### src/rtl/ppu_bg_fetch_sequencer.sv
`default_nettype none
// ============================================================================
// Module   : ppu_bg_fetch_sequencer
// Purpose  : Per-dot background tile fetch sequencer (NT, AT, PT-lo, PT-hi)
//            driving the bg shifters and loopy-v scroll update pulses.
// Revision : 1.0  initial release
// ============================================================================
module ppu_bg_fetch_sequencer #(
    parameter logic [13:0] NT_BASE   = 14'h2000,
    parameter logic [13:0] AT_OFFSET = 14'h03C0
) (
    input  logic        i_clk,
    input  logic        i_reset,
    input  logic        i_ce,
    input  logic        i_rendering_enabled,
    input  logic        i_render_line,
    input  logic        i_prerender,
    input  logic [8:0]  i_dot,
    input  logic [14:0] i_v,
    input  logic        i_bg_table,
    output logic [13:0] o_vram_addr,
    output logic        o_vram_rd,
    input  logic [7:0]  i_vram_data,
    output logic        o_bg_load,
    output logic        o_bg_shift,
    output logic [7:0]  o_pattern_lo,
    output logic [7:0]  o_pattern_hi,
    output logic [7:0]  o_attr_lo,
    output logic [7:0]  o_attr_hi,
    output logic        o_inc_coarse_x,
    output logic        o_inc_y,
    output logic        o_copy_x,
    output logic        o_copy_y
);

    typedef enum logic [0:0] {
        S_IDLE  = 1'b0,
        S_FETCH = 1'b1
    } state_e;

    localparam logic [13:0] c_PLANE_HI = 14'h0008;

    state_e     state_q,   state_d;
    logic [2:0] phase_q,   phase_d;
    logic [7:0] nt_q,      nt_d;
    logic [1:0] at_bits_q, at_bits_d;
    logic [7:0] pt_lo_q,   pt_lo_d;
    logic [7:0] pt_hi_q,   pt_hi_d;
    logic       tail_q,    tail_d;

    logic        w_active;
    logic        w_go;
    logic        w_entry;
    logic        w_fetch;
    logic        w_seg_end;
    logic        w_tail;
    logic        w_dummy;
    logic [2:0]  w_phase;
    logic [2:0]  w_at_shift;
    logic [13:0] w_nt_addr;
    logic [13:0] w_at_addr;
    logic [13:0] w_pt_addr;

    always_comb begin
        w_active  = i_rendering_enabled & i_render_line;
        w_go      = i_ce & w_active & ~i_reset;
        w_entry   = (i_dot == 9'd1) | (i_dot == 9'd321);
        // The entry dot already fetches (phase 0) while the FSM is still IDLE.
        w_fetch   = w_active & ((state_q == S_FETCH) | w_entry);
        w_phase   = (state_q == S_FETCH) ? phase_q : (i_dot[2:0] - 3'd1);
        w_seg_end = (i_dot == 9'd256) | (i_dot == 9'd336);
        // Trailing load/shift dot after a segment that ran to completion.
        w_tail    = w_active & tail_q & ((i_dot == 9'd257) | (i_dot == 9'd337));
        w_dummy   = w_active & ((i_dot == 9'd337) | (i_dot == 9'd339));

        w_nt_addr  = NT_BASE | {2'b00, i_v[11:0]};
        w_at_addr  = NT_BASE | AT_OFFSET
                   | {2'b00, i_v[11:10], 4'b0000, i_v[9:7], i_v[4:2]};
        w_pt_addr  = {1'b0, i_bg_table, nt_q, 1'b0, i_v[14:12]};
        w_at_shift = {i_v[6], i_v[1], 1'b0};
    end

    always_comb begin
        o_vram_rd      = 1'b0;
        o_vram_addr    = 14'h0000;
        o_bg_load      = 1'b0;
        o_bg_shift     = 1'b0;
        o_inc_coarse_x = 1'b0;
        o_inc_y        = 1'b0;
        o_copy_x       = 1'b0;
        o_copy_y       = 1'b0;
        if (w_go) begin
            if (w_fetch && !w_phase[0]) begin
                o_vram_rd = 1'b1;
                unique case (w_phase[2:1])
                    2'd0:    o_vram_addr = w_nt_addr;
                    2'd1:    o_vram_addr = w_at_addr;
                    2'd2:    o_vram_addr = w_pt_addr;
                    default: o_vram_addr = w_pt_addr | c_PLANE_HI;
                endcase
            end else if (w_dummy) begin
                o_vram_rd   = 1'b1;
                o_vram_addr = w_nt_addr;
            end
            o_bg_load      = (w_fetch & ~w_entry & (w_phase == 3'd0)) | w_tail;
            o_bg_shift     = (w_fetch & ~w_entry) | w_tail;
            o_inc_coarse_x = w_fetch & (w_phase == 3'd7);
            o_inc_y        = w_fetch & (i_dot == 9'd256);
            o_copy_x       = w_tail & (i_dot == 9'd257);
            o_copy_y       = i_prerender & (i_dot >= 9'd280) & (i_dot <= 9'd304);
        end
    end

    assign o_pattern_lo = pt_lo_q;
    assign o_pattern_hi = pt_hi_q;
    assign o_attr_lo    = {8{at_bits_q[0]}};
    assign o_attr_hi    = {8{at_bits_q[1]}};

    always_comb begin
        state_d   = state_q;
        phase_d   = phase_q;
        nt_d      = nt_q;
        at_bits_d = at_bits_q;
        pt_lo_d   = pt_lo_q;
        pt_hi_d   = pt_hi_q;
        tail_d    = tail_q;
        if (i_ce) begin
            if (w_fetch) begin
                state_d = w_seg_end ? S_IDLE : S_FETCH;
                phase_d = w_phase + 3'd1;
                tail_d  = w_seg_end;
                unique case (w_phase)
                    3'd1:    nt_d      = i_vram_data;
                    3'd3:    at_bits_d = 2'(i_vram_data >> w_at_shift);
                    3'd5:    pt_lo_d   = i_vram_data;
                    3'd7:    pt_hi_d   = i_vram_data;
                    default: ;
                endcase
            end else begin
                state_d = S_IDLE;
                tail_d  = 1'b0;
            end
        end
    end

    always_ff @(posedge i_clk) begin
        if (i_reset) begin
            state_q   <= S_IDLE;
            phase_q   <= 3'd0;
            nt_q      <= 8'h00;
            at_bits_q <= 2'd0;
            pt_lo_q   <= 8'h00;
            pt_hi_q   <= 8'h00;
            tail_q    <= 1'b0;
        end else begin
            state_q   <= state_d;
            phase_q   <= phase_d;
            nt_q      <= nt_d;
            at_bits_q <= at_bits_d;
            pt_lo_q   <= pt_lo_d;
            pt_hi_q   <= pt_hi_d;
            tail_q    <= tail_d;
        end
    end

endmodule
`default_nettype wire
### config.mk
export PLATFORM = sky130hd
export DESIGN_NAME = ppu_bg_fetch_sequencer
export DESIGN_NICKNAME = d
export VERILOG_FILES = /design/src/rtl/ppu_bg_fetch_sequencer.sv
export SDC_FILE = /design/constraint.sdc
export NUM_CORES = 1
export LEC_CHECK = 0
export ABC_AREA = 1
export BUFFER_PORTS_ARGS = -buffer_cell sky130_fd_sc_hd__buf_2
export CAP_MARGIN = 20
export CORE_MARGIN = 4
export CORE_UTILIZATION = 50
export DETAILED_ROUTE_END_ITERATION = 8
export HOLD_SLACK_MARGIN = 0.03
export PLACE_DENSITY = 0.81
export RECOVER_POWER = 25
export SYNTH_ARGS = -nofsm -noshare
export SYNTH_HDL_FRONTEND = slang
export SYNTH_SLANG_ARGS = --single-unit
### constraint.sdc
create_clock -name i_clk -period 4.5 [get_ports i_clk]
set_input_delay 0 -clock i_clk [delete_from_list [all_inputs] [get_ports i_clk]]
set_output_delay 0 -clock i_clk [all_outputs]
set_load 0.01 [all_outputs]
### Word-level counts from Yosys, hierarchy flattened

Index checks and enable logic that the tools add are counted.

| storage, ports and cells | value |
|---|---|
| register bits | 31 |
| bits in latches | 0 |
| memory bits (writable) | 0 |
| memory bits (read-only) | 0 |
| input bits | 39 |
| output and inout bits | 53 |
| word-level logic and storage cells | 74 |
| memories | 0 |

| operators by class | value |
|---|---|
| add/sub/neg operators | 2 |
| $mul | 0 |
| divide/modulo/power cells | 0 |
| magnitude comparators | 2 |
| eq/ne operators | 13 |
| shift-type cells | 1 |
| mux-type cells | 17 |
| bitwise logic cells | 23 |
| reductions and logical operators | 9 |

Operator list:

| operator | number |
|---|---|
| $eq A9 B9 Y1 const B | 6 |
| $mux W14 | 3 |
| $pmux W14 S3 | 1 |
| $and A1 B1 Y1 | 14 |
| $mux W1 | 12 |
| $reduce_and A3 Y1 | 4 |
| $eq A9 B1 Y1 const B | 1 |
| $ge A9 B9 Y1 const B | 1 |
| $le A9 B9 Y1 const B | 1 |
| $shr A8 B3 Y2 | 1 |
| $or A1 B1 Y1 | 7 |
| $eq A3 B3 Y1 const B | 2 |
| $add A3 B1 Y3 const B | 1 |
| $eq A3 B1 Y1 const B | 1 |
| $eq A3 B2 Y1 const B | 1 |
| $logic_not A3 Y1 | 1 |
| $mux W3 | 1 |
| $sub A3 B1 Y3 const B | 1 |
| $eq A2 B1 Y1 const B | 1 |
| $eq A2 B2 Y1 const B | 1 |
| $logic_not A2 Y1 | 1 |
| $not A1 Y1 | 2 |
| $reduce_and A2 Y1 | 1 |
| $logic_and A1 B1 Y1 | 1 |
| $logic_not A1 Y1 | 1 |

### Longest topological paths before layout

Gate-level depths: netlist of run 1.

| depth | value |
|---|---|
| depth after elaboration | 8 |
| depth in mapped cells | 12 |
| depth with buffers taken out | 11 |

### Worst setup path after synthesis of run 1

Ideal clock, no wire load.

| path | value |
|---|---|
| kind | flip-flop to flip-flop |
| start point | register state_q |
| end point | register pt_hi_q[1], in the netlist o_pattern_hi[1] |
| data arrival time | 1.724 ns |
| slack | 2.644 ns |
| stages on the path, launching flop included | 11 |
| path buffers | 1 |
| clock period less this slack | 1.856 ns |
| path through | dfxtp_1 > inv_2 > nand2_1 > o21ai_2 > inv_1 > ha_1 > ha_1 > clkbuf_1 > nand3_1 > nand2_1 > a21oi_1 |

| between the ends | value |
|---|---|
| longest elaborated chain between the ends | 3 |
| elaborated cells on any way between the ends | 5 |
| classes of those cells | eq/ne: 1; mux: 1; bitwise: 2; reduce/logical: 1 |

Ends and longest elaborated chain:

| item | line | RTL |
|---|---|---|
| start, declared | 43 | `state_e state_q, state_d;` |
| start signal, assigned | 156 | `state_q <= state_d;` |
| $mux W3 / $or A1 B1 Y1 (equally long branches) | 70, 69 |  |
| $eq A3 B3 Y1 / $and A1 B1 Y1 (equally long branches) | 132, 69 |  |
| $reduce_and A3 Y1 (no line) (*) | n/a |  |
| end signal, assigned | 161 | `pt_hi_q <= pt_hi_d;` |
| end, declared | 48 | `logic [7:0] pt_hi_q, pt_hi_d;` |

Every way passes the cells marked *; elsewhere a longest branch is shown, timed or not.
A chain may end at the register's enable or synchronous reset.

### Final worst setup path of run 1

| path | value |
|---|---|
| start point | register state_q |
| end point | output o_inc_coarse_x |

| between the ends | value |
|---|---|
| longest elaborated chain between the ends | 4 |
| elaborated cells on any way between the ends | 6 |
| classes of those cells | eq/ne: 1; mux: 2; bitwise: 3 |

Ends and longest elaborated chain:

| item | line | RTL |
|---|---|---|
| $mux W3 / $or A1 B1 Y1 (equally long branches) | 70, 69 |  |
| $eq A3 B3 Y1 / $and A1 B1 Y1 (equally long branches) | 107, 69 |  |
| $and A1 B1 Y1 (*) | 107 | `o_inc_coarse_x = w_fetch & (w_phase == 3'd7);` |
| $mux W1 (*) | 92 | `if (w_go) begin` |
| end, declared | 30 | `output logic o_inc_coarse_x,` |

Marked as above.

==> impl_metrics.csv, run 1 <==
group,metric,value,unit
pwr,ir_drop,0.180,mV
route,antenna_left,0,
timing,timing.fmax,0.381,GHz
hold_path,hold_depth,3,
critical_path,critPathArrivalTime,2.63,ns
timing,hold_ws,0.0431,ns
pwr,power_density,223,nW/µm²
route,drcViolationCount,0,
critical_path,crit_fanout,13,
cts,clk_pin_slew,0.06,ns
grt,grt_pass1_wl,10000,µm
final_layout,nets,470,
pwr,p_leak,1.30,nW
critical_path,cp-start-kind,"flip-flop",
flow_run,maxCapViolations,0,
logic_synthesis,ys_async_sr_fraction,0,%
place,gp_congestion,0.864,
timing,fin_crit_sh,58.4,%
logic_synthesis,yosysTopAreaCell,"dfxtp_1",
cts,htree_levels,2,
grt,track_usage,22.7,%
timing,slew_violations,0,
logic_synthesis,synth_top_area_share,28.0,%
logic_synthesis,yosysWarnings,0,
final_layout,drive_above_1_share,22.9,%
critical_path,r2r_setup_slack,2.04,ns
place,place_inst,459,
route,routedWlPerCell,12.8,µm
route,drtIter0Drc,154,
floorplanning,dieArea,5560,µm²
critical_path,cp.required,4.50,ns
critical_path,criticalPathCategory,"flip-flop to output pin",
logic_synthesis,ys_seq_area_share,28.0,%
timing,rsz0062_at_grt,"no",
route,via_count,2467,
timing,fin_skew,0.00396,ns
hold_path,hp-class,"input pin to flip-flop",
timing,hold_viol,0,
final_layout,area_growth,21.2,%
timing,slew_headroom,41.2,%
place,hpwl,4590,µm
timing,setup_viol,0,
cts,insertion_delay,0.28,ns
critical_path,r2r-end,"o_pattern_hi[1]$_SDFFE_PP0P_",
floorplanning,die_x,74.6,µm
floorplanning,rows,23,
cts,cts_made_buffers,5,
logic_synthesis,synth_edf_count,0,
final_layout,final_cells,474,
logic_synthesis,synthCells,346,
timing,tightest_slew,0.876,ns
hold_path,min_to,"o_pattern_hi[5]$_SDFFE_PP0P_",
floorplanning,die_y,74.6,µm
cts,cts_setup_buffers,0,
logic_synthesis,synth_fp_nets,392,
floorplanning,start_util,53.5,%
grt,grt.overflow.total,0,
cts,root_buffer,"clkbuf_8",
status,status,"complete, no violations",
cts,tritoncts,"built",
logic_synthesis,synth_flop_cell,"dfxtp_1",
timing,tns,0,ns
route,first_pass_iters,4,
logic_synthesis,ys_top_cells_by_area,"dfxtp_1 28%, nand2_1 12%, nand3_1 12%",
logic_synthesis,ys_ff_latch,31,
grt,grt_max_degree,32,
timing,timing.final.crit_period,2.63,ns
logic_synthesis,synth_area_per_cell,6.41,µm²
route,vias_per_cell,5.20,
critical_path,end_kind,"output pin",
final_layout,mostFrequentLayoutCell,"nand2_1",
cts,cts_buffer_depth,2,
critical_path,rr_startpoint,"state_q$_SDFFE_PP0P_",
floorplanning,coreArea,4140,µm²
final_layout,antenna_cells,0,
final_layout,final_cell_mix,"72 x nand2_1, 70 x buf_2, 54 x nand3_1",
critical_path,reg2reg_depth,8,
hold_path,min_from,"i_vram_data[5]",
logic_synthesis,yosysUniqueCellTypes,29,
route,wirelength,6060,µm
grt,antenna_found_initial,0,
cts,cts.sinks,31,
logic_synthesis,syn-cell-area,2220,µm²
floorplanning,ios,92,
grt,grt_pass1_vias,2285,
place,io_buffers,91,
-- critical path, cell delays in order (launching register included) --
cell     delay [ns]
dfxtp_1        0.45
inv_2          0.11
o21ai_2        0.44
inv_1          0.25
ha_1           0.27
ha_1           0.30
nand3_1        0.31
nor2_1         0.06
buf_2          0.15
-- cells by family after synthesis --
group / count (synthesis) / synth area share (%)
flip-flops: 31 / 28.0
AO/OA/AOI/OAI: 60 / 13.8
XOR/XNOR: 1 / 0.395
AND/OR/NAND/NOR: 181 / 38.9
buffers and inverters: 66 / 15.0
adder cells (fa/ha/maj): 7 / 3.95
-- registers in the layout (all words and copies together) (netlist names) --
register      cells
at_bits_q         2
nt_q              8
o_pattern_hi      8
o_pattern_lo      8
phase_q           3
state_q           1
tail_q            1
-- Yosys cell counts (all sizes together) (2+ instances only) --
cell    count
or2         3
ha          7
nand4       5
nor3        2
buf        24
dfxtp      31
inv        38
clkbuf      4
o22ai       2
o21ai      28
nand2      74
nand3      58
nor2       37
a21oi      30
-- what timing repair did --
item                                   4_1_cts  5_1_grt
gates resized for setup                      0        0
hold buffers                                 8        0
endpoints found under the hold margin       12        0
-- worst max-delay path by stage --
stage,cells after the start,end,start,slack (ns)
after floorplan,10,o_pattern_hi[1]$_SDFFE_PP0P_,state_q$_SDFFE_PP0P_,2.64
after global placement,8,o_pattern_hi[6]$_SDFFE_PP0P_,state_q$_SDFFE_PP0P_,2.19
after detailed placement,8,o_pattern_hi[1]$_SDFFE_PP0P_,state_q$_SDFFE_PP0P_,2.09
after CTS,8,o_inc_coarse_x,state_q$_SDFFE_PP0P_,1.89
after global routing,8,o_inc_coarse_x,state_q$_SDFFE_PP0P_,1.62
final,8,o_inc_coarse_x,state_q$_SDFFE_PP0P_,1.87
-- stage by stage --
step | setup slack [ns] | total power, mW | utilization (%) | instance area (µm²)
global route | 1.62 | 0.634 | 64.9 | 2690
detailed placement | 2.09 | 0.380 | 61.4 | 2550
floorplan | 2.64 | 0.346 | - | 2220
finish | 1.87 | 0.598 | 64.9 | 2690
global placement | 2.19 | 0.377 | 61.4 | 2550
CTS | 1.89 | 0.603 | 65.5 | 2710
-- power by group --
part           internal, mW  switching [mW]  total [mW]  leakage [nW]
Combinational        0.0378          0.0683       0.106         0.999
Clock                 0.120          0.0980       0.218        0.0470
Sequential            0.274       0.0000343       0.274         0.250
-- layer usage --
layer	GRT usage (%)	wire length, µm	part of all wire (%)	up-vias
met5	0	0	0	-
met4	8.30	79	1.3	0
met3	4.59	540	8.9	10
met2	37.7	2840	47	100
met1	29.1	2610	43	1080
li1	-	-	-	1277
-- layout make-up --
class / instances / area, µm²
multi-input cells: 249 / 1260
clock buffers: 6 / 82.6
repair buffers: 99 / 509
well taps: 50 / 62.6
inverters: 38 / 143
flip-flops and latches: 31 / 621
fillers: 407 / 1460
clock inverters: 1 / 5.00
Power figures use the tool's default switching activity.
==> run 2, diff against run 1 <==
--- a/config.mk
+++ b/config.mk
@@ -5,14 +5,14 @@
 export SDC_FILE = /design/constraint.sdc
 export NUM_CORES = 1
 export LEC_CHECK = 0
-export ABC_AREA = 1
+export ABC_AREA = 0
 export BUFFER_PORTS_ARGS = -buffer_cell sky130_fd_sc_hd__buf_2
 export CAP_MARGIN = 20
 export CORE_MARGIN = 4
-export CORE_UTILIZATION = 50
+export CORE_UTILIZATION = 47
 export DETAILED_ROUTE_END_ITERATION = 8
 export HOLD_SLACK_MARGIN = 0.03
-export PLACE_DENSITY = 0.81
+export PLACE_DENSITY = 0.79
 export RECOVER_POWER = 25
 export SYNTH_ARGS = -nofsm -noshare
 export SYNTH_HDL_FRONTEND = slang
==> constraint.sdc (replaced) <==
create_clock -name i_clk -period 2.6 [get_ports i_clk]
set_input_delay 0 -clock i_clk [delete_from_list [all_inputs] [get_ports i_clk]]
set_output_delay 0 -clock i_clk [all_outputs]
set_load 0.01 [all_outputs]
==> run 2 against run 1 <==
Sequential power up 73%. Register-to-register slack worse by 1.6 ns. Worst setup slack worse by 1.6 ns. Routed wire length down 15%. Synthesized cell count down 34%. Critical endpoint is now o_vram_addr[8]. First-iteration DRC count down 71%. Via count down 21%. Combinational power up 26%. Critical path depth down 1.
==> impl_metrics.csv, run 2 <==
group,metric,value,unit
timing,timing.final.crit_period,2.35,ns
final_layout,multiInputGateArea,1190,µm²
logic_synthesis,ys_top_cells_by_area,"dfxtp_1 31%, mux2i_1 14%, nor2_1 7.4%",
route,drcViolationCount,0,
place,hpwl,3970,µm
flow_run,maxCapViolations,0,
grt,grt_pass1_wl,8600,µm
pwr,power_density,390,nW/µm²
cts,tritoncts,"built",
timing,fin_crit_sh,90.5,%
pwr,ir_drop,0.430,mV
logic_synthesis,ys_async_sr_fraction,0,%
critical_path,cp_common_cell,"inv_1",
critical_path,path_cells,"inv_1 > mux2_2 > inv_1 > nand2_1 > a21oi_1 > o221a_2 > buf_2",
final_layout,nets,360,
logic_synthesis,synth_area_per_cell,8.69,µm²
timing,hold_viol,0,
critical_path,critPathArrivalTime,2.35,ns
timing,fin_skew,0.00267,ns
route,wirelength,5180,µm
cts,ctsResizeCount,0,
timing,tns,0,ns
final_layout,final_cell_mix,"70 x buf_2, 39 x nor2_1, 31 x dfxtp_1",
critical_path,criticalPathCategory,"flip-flop to output pin",
critical_path,cp-start-kind,"flip-flop",
timing,rsz0062_at_grt,"no",
cts,insertion_delay,0.27,ns
final_layout,n_fill_cell,363,
timing,slew_headroom,59.7,%
cts,root_buffer,"clkbuf_8",
logic_synthesis,syn-cell-area,1970,µm²
critical_path,slowest_stage,"dfxtp_1",
timing,hold_ws,0.0414,ns
final_layout,drive_above_1_share,31.2,%
grt,grt_max_degree,35,
grt,antenna_found_initial,0,
logic_synthesis,ys_ff_latch,31,
floorplanning,rows,23,
floorplanning,die_y,72.8,µm
route,routedWlPerCell,14.2,µm
route,antenna_left,0,
status,status,"complete, no violations",
route,drtIter0Drc,44,
logic_synthesis,post-synth-top-count-cell,"nor2_1",
final_layout,mostFrequentLayoutCell,"buf_2",
logic_synthesis,yosysUniqueCellTypes,46,
floorplanning,die_x,72.8,µm
floorplanning,start_util,49.0,%
cts,clk_pin_slew,0.06,ns
critical_path,end_kind,"output pin",
cts,cts_setup_buffers,0,
logic_synthesis,synth_top_cells_by_count,"39 x nor2_1, 31 x dfxtp_1, 28 x mux2i_1",
cts,cts_buffer_depth,2,
final_layout,antenna_cells,0,
critical_path,cp.required,2.60,ns
logic_synthesis,yosysTopAreaCell,"dfxtp_1",
pwr,p_leak,1.08,nW
critical_path,critPathBufInv,3,
timing,tightest_slew,0.605,ns
route,vias_per_cell,5.36,
hold_path,hp-class,"input pin to flip-flop",
cts,cts_made_buffers,5,
logic_synthesis,yosysWarnings,0,
logic_synthesis,synth_edf_count,0,
route,via_count,1951,
timing,slew_violations,0,
logic_synthesis,synth_top_area_share,31.5,%
timing,timing.fmax,0.425,GHz
final_layout,area_growth,27.5,%
cts,htree_levels,2,
route,first_pass_iters,5,
critical_path,max_stage_delay,0.48,ns
logic_synthesis,synth_flop_cell,"dfxtp_1",
grt,grt_pass1_vias,1919,
floorplanning,dieArea,5300,µm²
final_layout,final-seq-area,621,µm²
grt,track_usage,20.1,%
critical_path,crit_fanout,9,
pwr,total_power,981,µW
place,gp_congestion,0.971,
logic_synthesis,ys_seq_area_share,31.5,%
logic_synthesis,synth_fp_nets,273,
cts,ctsHoldBuffers,7,
cts,cts.sinks,31,
floorplanning,ios,92,
place,io_buffers,91,
floorplanning,coreArea,4030,µm²
timing,setup_viol,0,
logic_synthesis,synthCells,227,
grt,grt.overflow.total,0,
critical_path,path_delay_family,"compound AO/OA/AOI/OAI gates",
==> run 2: changes by cell type in the layout (fill, tap and decap cells not counted), sizes merged, moves of 17 or more <==
cell / before / now
a21oi: 30 / 13
inv: 38 / 9
mux2i: 0 / 28
nand2: 74 / 12
nand3: 58 / 4
o21ai: 28 / 7
==> run 2: layer usage <==
metal / global-route usage (%) / up-vias / routed length [µm]
met2: 35.5 / 67 / 2600
li1: - / 971 / -
met4: 5.74 / 0 / 44
met5: 0 / - / 0
met3: 4.27 / 6 / 351
met1: 24.5 / 907 / 2180
==> run 2: final cells by class <==
type / count / share of cell area, %
well taps: 50 / 2.49
flip-flops and latches: 31 / 24.7
clock inverters: 1 / 0.199
inverters: 9 / 1.34
multi-input cells: 166 / 47.3
clock buffers: 6 / 3.28
repair buffers: 101 / 20.7
==> run 2: metrics by stage <==
stage          cells  util, %  instance area, µm²  setup slack (ns)
4_1_cts          364     63.1                2540             0.283
2_1_floorplan    227        -                1970             0.536
6_report         364     62.4                2510             0.248
3_5_place_dp     350     59.2                2380             0.268
5_1_grt          364     62.4                2510            0.0854
3_3_place_gp     350     59.2                2380             0.335
==> run 2: report_power, final <==
part | internal, mW | switching [mW]
combinational | 0.0588 | 0.0752
sequential | 0.475 | 0.0000575
clock | 0.207 | 0.165
==> run 2: cell families (layout without fill, tap and decap cells) <==
group	Yosys count	count (layout)	synth area share, %
xor+xnor	3	3	1.33
flops	31	31	31.5
simple gates	84	84	22.6
mux	32	32	17.6
buf+inv	30	117	8.56
compound gates	40	40	14.0
fa+ha+maj	7	7	4.44
==> run 2: worst min-delay path: stages <==
cell,delay [ns]
buf_2,0.12
mux2i_1,0.08
nor2_1,0.07
==> run 2: final timing paths <==
kind / start / endpoint / slack (ns) / cells after the start
max: state_q$_SDFFE_PP0P_ / o_vram_addr[8] / 0.25 / 7
min: i_vram_data[6] / o_pattern_hi[6]$_SDFFE_PP0P_ / 0.04 / 3
max reg2reg: state_q$_SDFFE_PP0P_ / o_pattern_hi[4]$_SDFFE_PP0P_ / 0.47 / 8
min reg2reg: phase_q[2]$_SDFFE_PP0P_ / phase_q[2]$_SDFFE_PP0P_ / 0.48 / 2
==> run 3, diff against run 2 <==
--- a/config.mk
+++ b/config.mk
@@ -8,12 +8,14 @@
 export ABC_AREA = 0
 export BUFFER_PORTS_ARGS = -buffer_cell sky130_fd_sc_hd__buf_2
 export CAP_MARGIN = 20
+export CELL_PAD_IN_SITES_DETAIL_PLACEMENT = 1
+export CELL_PAD_IN_SITES_GLOBAL_PLACEMENT = 1
 export CORE_MARGIN = 4
-export CORE_UTILIZATION = 47
+export CORE_UTILIZATION = 33
 export DETAILED_ROUTE_END_ITERATION = 8
-export HOLD_SLACK_MARGIN = 0.03
-export PLACE_DENSITY = 0.79
+export PLACE_DENSITY = 0.78
 export RECOVER_POWER = 25
+export SLEW_MARGIN = 20
 export SYNTH_ARGS = -nofsm -noshare
 export SYNTH_HDL_FRONTEND = slang
 export SYNTH_SLANG_ARGS = --single-unit
==> run 3 against run 2 <==
Routed wire length increased by 22%. Via count increased by 1.2%. Worst setup slack improved by 0.012 ns. Critical path type unchanged. Global-route usage decreased by 3.1 points. Power increased by 12%. Register-to-register slack improved by 0.03 ns. Fmax increased by 0.52%. Critical endpoint is now o_inc_coarse_x. Final cell count increased by 5.8%. Sequential power about the same.
==> impl_metrics.csv, run 3 (synthesized netlist as in run 2, its figures left out) <==
group,metric,value,unit
status,status,"complete, no violations",
final_layout,final_cell_mix,"70 x buf_2, 39 x nor2_1, 31 x dfxtp_1",
grt,grt.overflow.total,0,
floorplanning,rows,27,
timing,tns,0,ns
route,drtIter0Drc,76,
timing,hold_ws,0.0143,ns
floorplanning,die_x,85.3,µm
critical_path,critPathBufInv,3,
grt,antenna_found_initial,0,
critical_path,rr_startpoint,"state_q$_SDFFE_PP0P_",
timing,timing.fmax,0.427,GHz
critical_path,cp-start-kind,"flip-flop",
timing,fin_skew,0.00508,ns
flow_run,maxCapViolations,0,
cts,root_buffer,"clkbuf_8",
critical_path,path_cells,"inv_1 > mux2_2 > ha_1 > ha_1 > nor3b_2 > buf_4 > nor2b_1 > buf_2",
critical_path,crit_fanout,9,
cts,ctsHoldBuffers,1,
critical_path,criticalPathCategory,"flip-flop to output pin",
critical_path,reg2reg_depth,8,
cts,cts_buffer_depth,2,
critical_path,r2r_setup_slack,0.50,ns
final_layout,nets,358,
pwr,power_density,431,nW/µm²
place,hpwl,5000,µm
critical_path,r2r-end,"o_pattern_hi[7]$_SDFFE_PP0P_",
critical_path,crit_path_start,"state_q$_SDFFE_PP0P_",
place,pre_cts_slack,0.296,ns
timing,setup_viol,0,
hold_path,hold_depth,4,
pwr,p_leak,1.09,nW
timing,tightest_slew,0.506,ns
critical_path,cp_common_cell,"ha_1",
critical_path,critPathArrivalTime,2.34,ns
grt,grt_pass1_wl,9920,µm
timing,slew_violations,0,
grt,track_usage,17.0,%
hold_path,hp-class,"input pin to flip-flop",
route,antenna_left,0,
floorplanning,ios,92,
grt,grt_max_degree,21,
final_layout,n_fill_cell,727,
place,io_buffers,91,
cts,cts.sinks,31,
route,vias_per_cell,5.13,
floorplanning,coreArea,5640,µm²
cts,tritoncts,"built",
final_layout,mostFrequentLayoutCell,"buf_2",
cts,cts_made_buffers,5,
cts,htree_levels,2,
final_layout,antenna_cells,0,
final_layout,area_growth,28.9,%
cts,ctsResizeCount,0,
hold_path,min_from,"i_ce",
timing,setup_ws,0.260,ns
route,drcViolationCount,0,
route,via_count,1974,
place,gp_congestion,0.878,
grt,grt_pass1_vias,2030,
floorplanning,start_util,35.0,%
cts,cts_setup_buffers,0,
route,wirelength,6330,µm
timing,hold_viol,0,
timing,fin_crit_sh,90.0,%
pwr,ir_drop,0.438,mV
critical_path,end_kind,"output pin",
timing,timing.final.crit_period,2.34,ns
floorplanning,die_y,85.3,µm
critical_path,slowest_stage,"dfxtp_1",
cts,insertion_delay,0.28,ns
critical_path,path_delay_family,"buffers and inverters",
cts,clk_pin_slew,0.06,ns
final_layout,drive_above_1_share,32.9,%
route,routedWlPerCell,16.4,µm
route,first_pass_iters,4,
hold_path,min_to,"state_q$_SDFFE_PP0P_",
critical_path,max_stage_delay,0.49,ns
timing,slew_headroom,66.2,%
timing,rsz0062_at_grt,"no",
critical_path,cp.required,2.60,ns
floorplanning,dieArea,7280,µm²
==> run 3: cell types whose count changed in the layout (fill, tap and decap cells not counted) <==
cell	change
buf_4	+4
bufinv_16	+1
dlygate4sd3_1	-6
==> run 3: worst max path at each step <==
stage                                    to  slack [ns]  cells past startpoint
3_3_place_gp      at_bits_q[0]$_SDFFE_PP0P_        0.42                      8
4_1_cts                      o_inc_coarse_x        0.23                      8
6_report                     o_inc_coarse_x        0.26                      8
2_1_floorplan  o_pattern_hi[6]$_SDFFE_PP0P_        0.54                      9
5_1_grt                      o_inc_coarse_x        0.15                      8
3_5_place_dp      at_bits_q[1]$_SDFFE_PP0P_        0.30                      8
==> run 3: where the power goes <==
part	internal (mW)	switching, mW	leakage, nW	total (mW)
Clock	0.310	0.177	0.0612	0.487
Combinational	0.0544	0.0795	0.775	0.134
Sequential	0.475	0.0000580	0.250	0.475
==> run 3: per-stage QoR <==
step | instance area, µm² | util (%) | cells | total power, mW
after floorplan | 1970 | - | 227 | 0.552
after global placement | 2440 | 43.3 | 376 | 0.616
after detailed placement | 2440 | 43.3 | 376 | 0.619
after CTS | 2570 | 45.5 | 385 | 1.12
after global routing | 2540 | 45.1 | 385 | 1.15
final | 2540 | 45.1 | 385 | 1.10
==> run 3: per-layer routing <==
metal / track usage (%) / share of wire, %
met1: 20.5 / 45
met2: 28.7 / 46
met3: 5.44 / 7.3
met4: 5.61 / 1.7
met5: 0 / 0
==> run 3: cell type report <==
type | count | area (µm²) | area share [%]
Tap cell | 72 | 90.1 | 3.54
Clock inverter | 2 | 35.0 | 1.38
Sequential cell | 31 | 621 | 24.4
Multi-Input combinational cell | 166 | 1190 | 46.8
Timing Repair Buffer | 99 | 492 | 19.3
Clock buffer | 6 | 82.6 | 3.25
Inverter | 9 | 33.8 | 1.33
==> run 3: tightest hold or removal path, stage by stage <==
cell     delay (ns)
buf_2          0.09
inv_1          0.05
nand2_1        0.06
a21oi_1        0.05
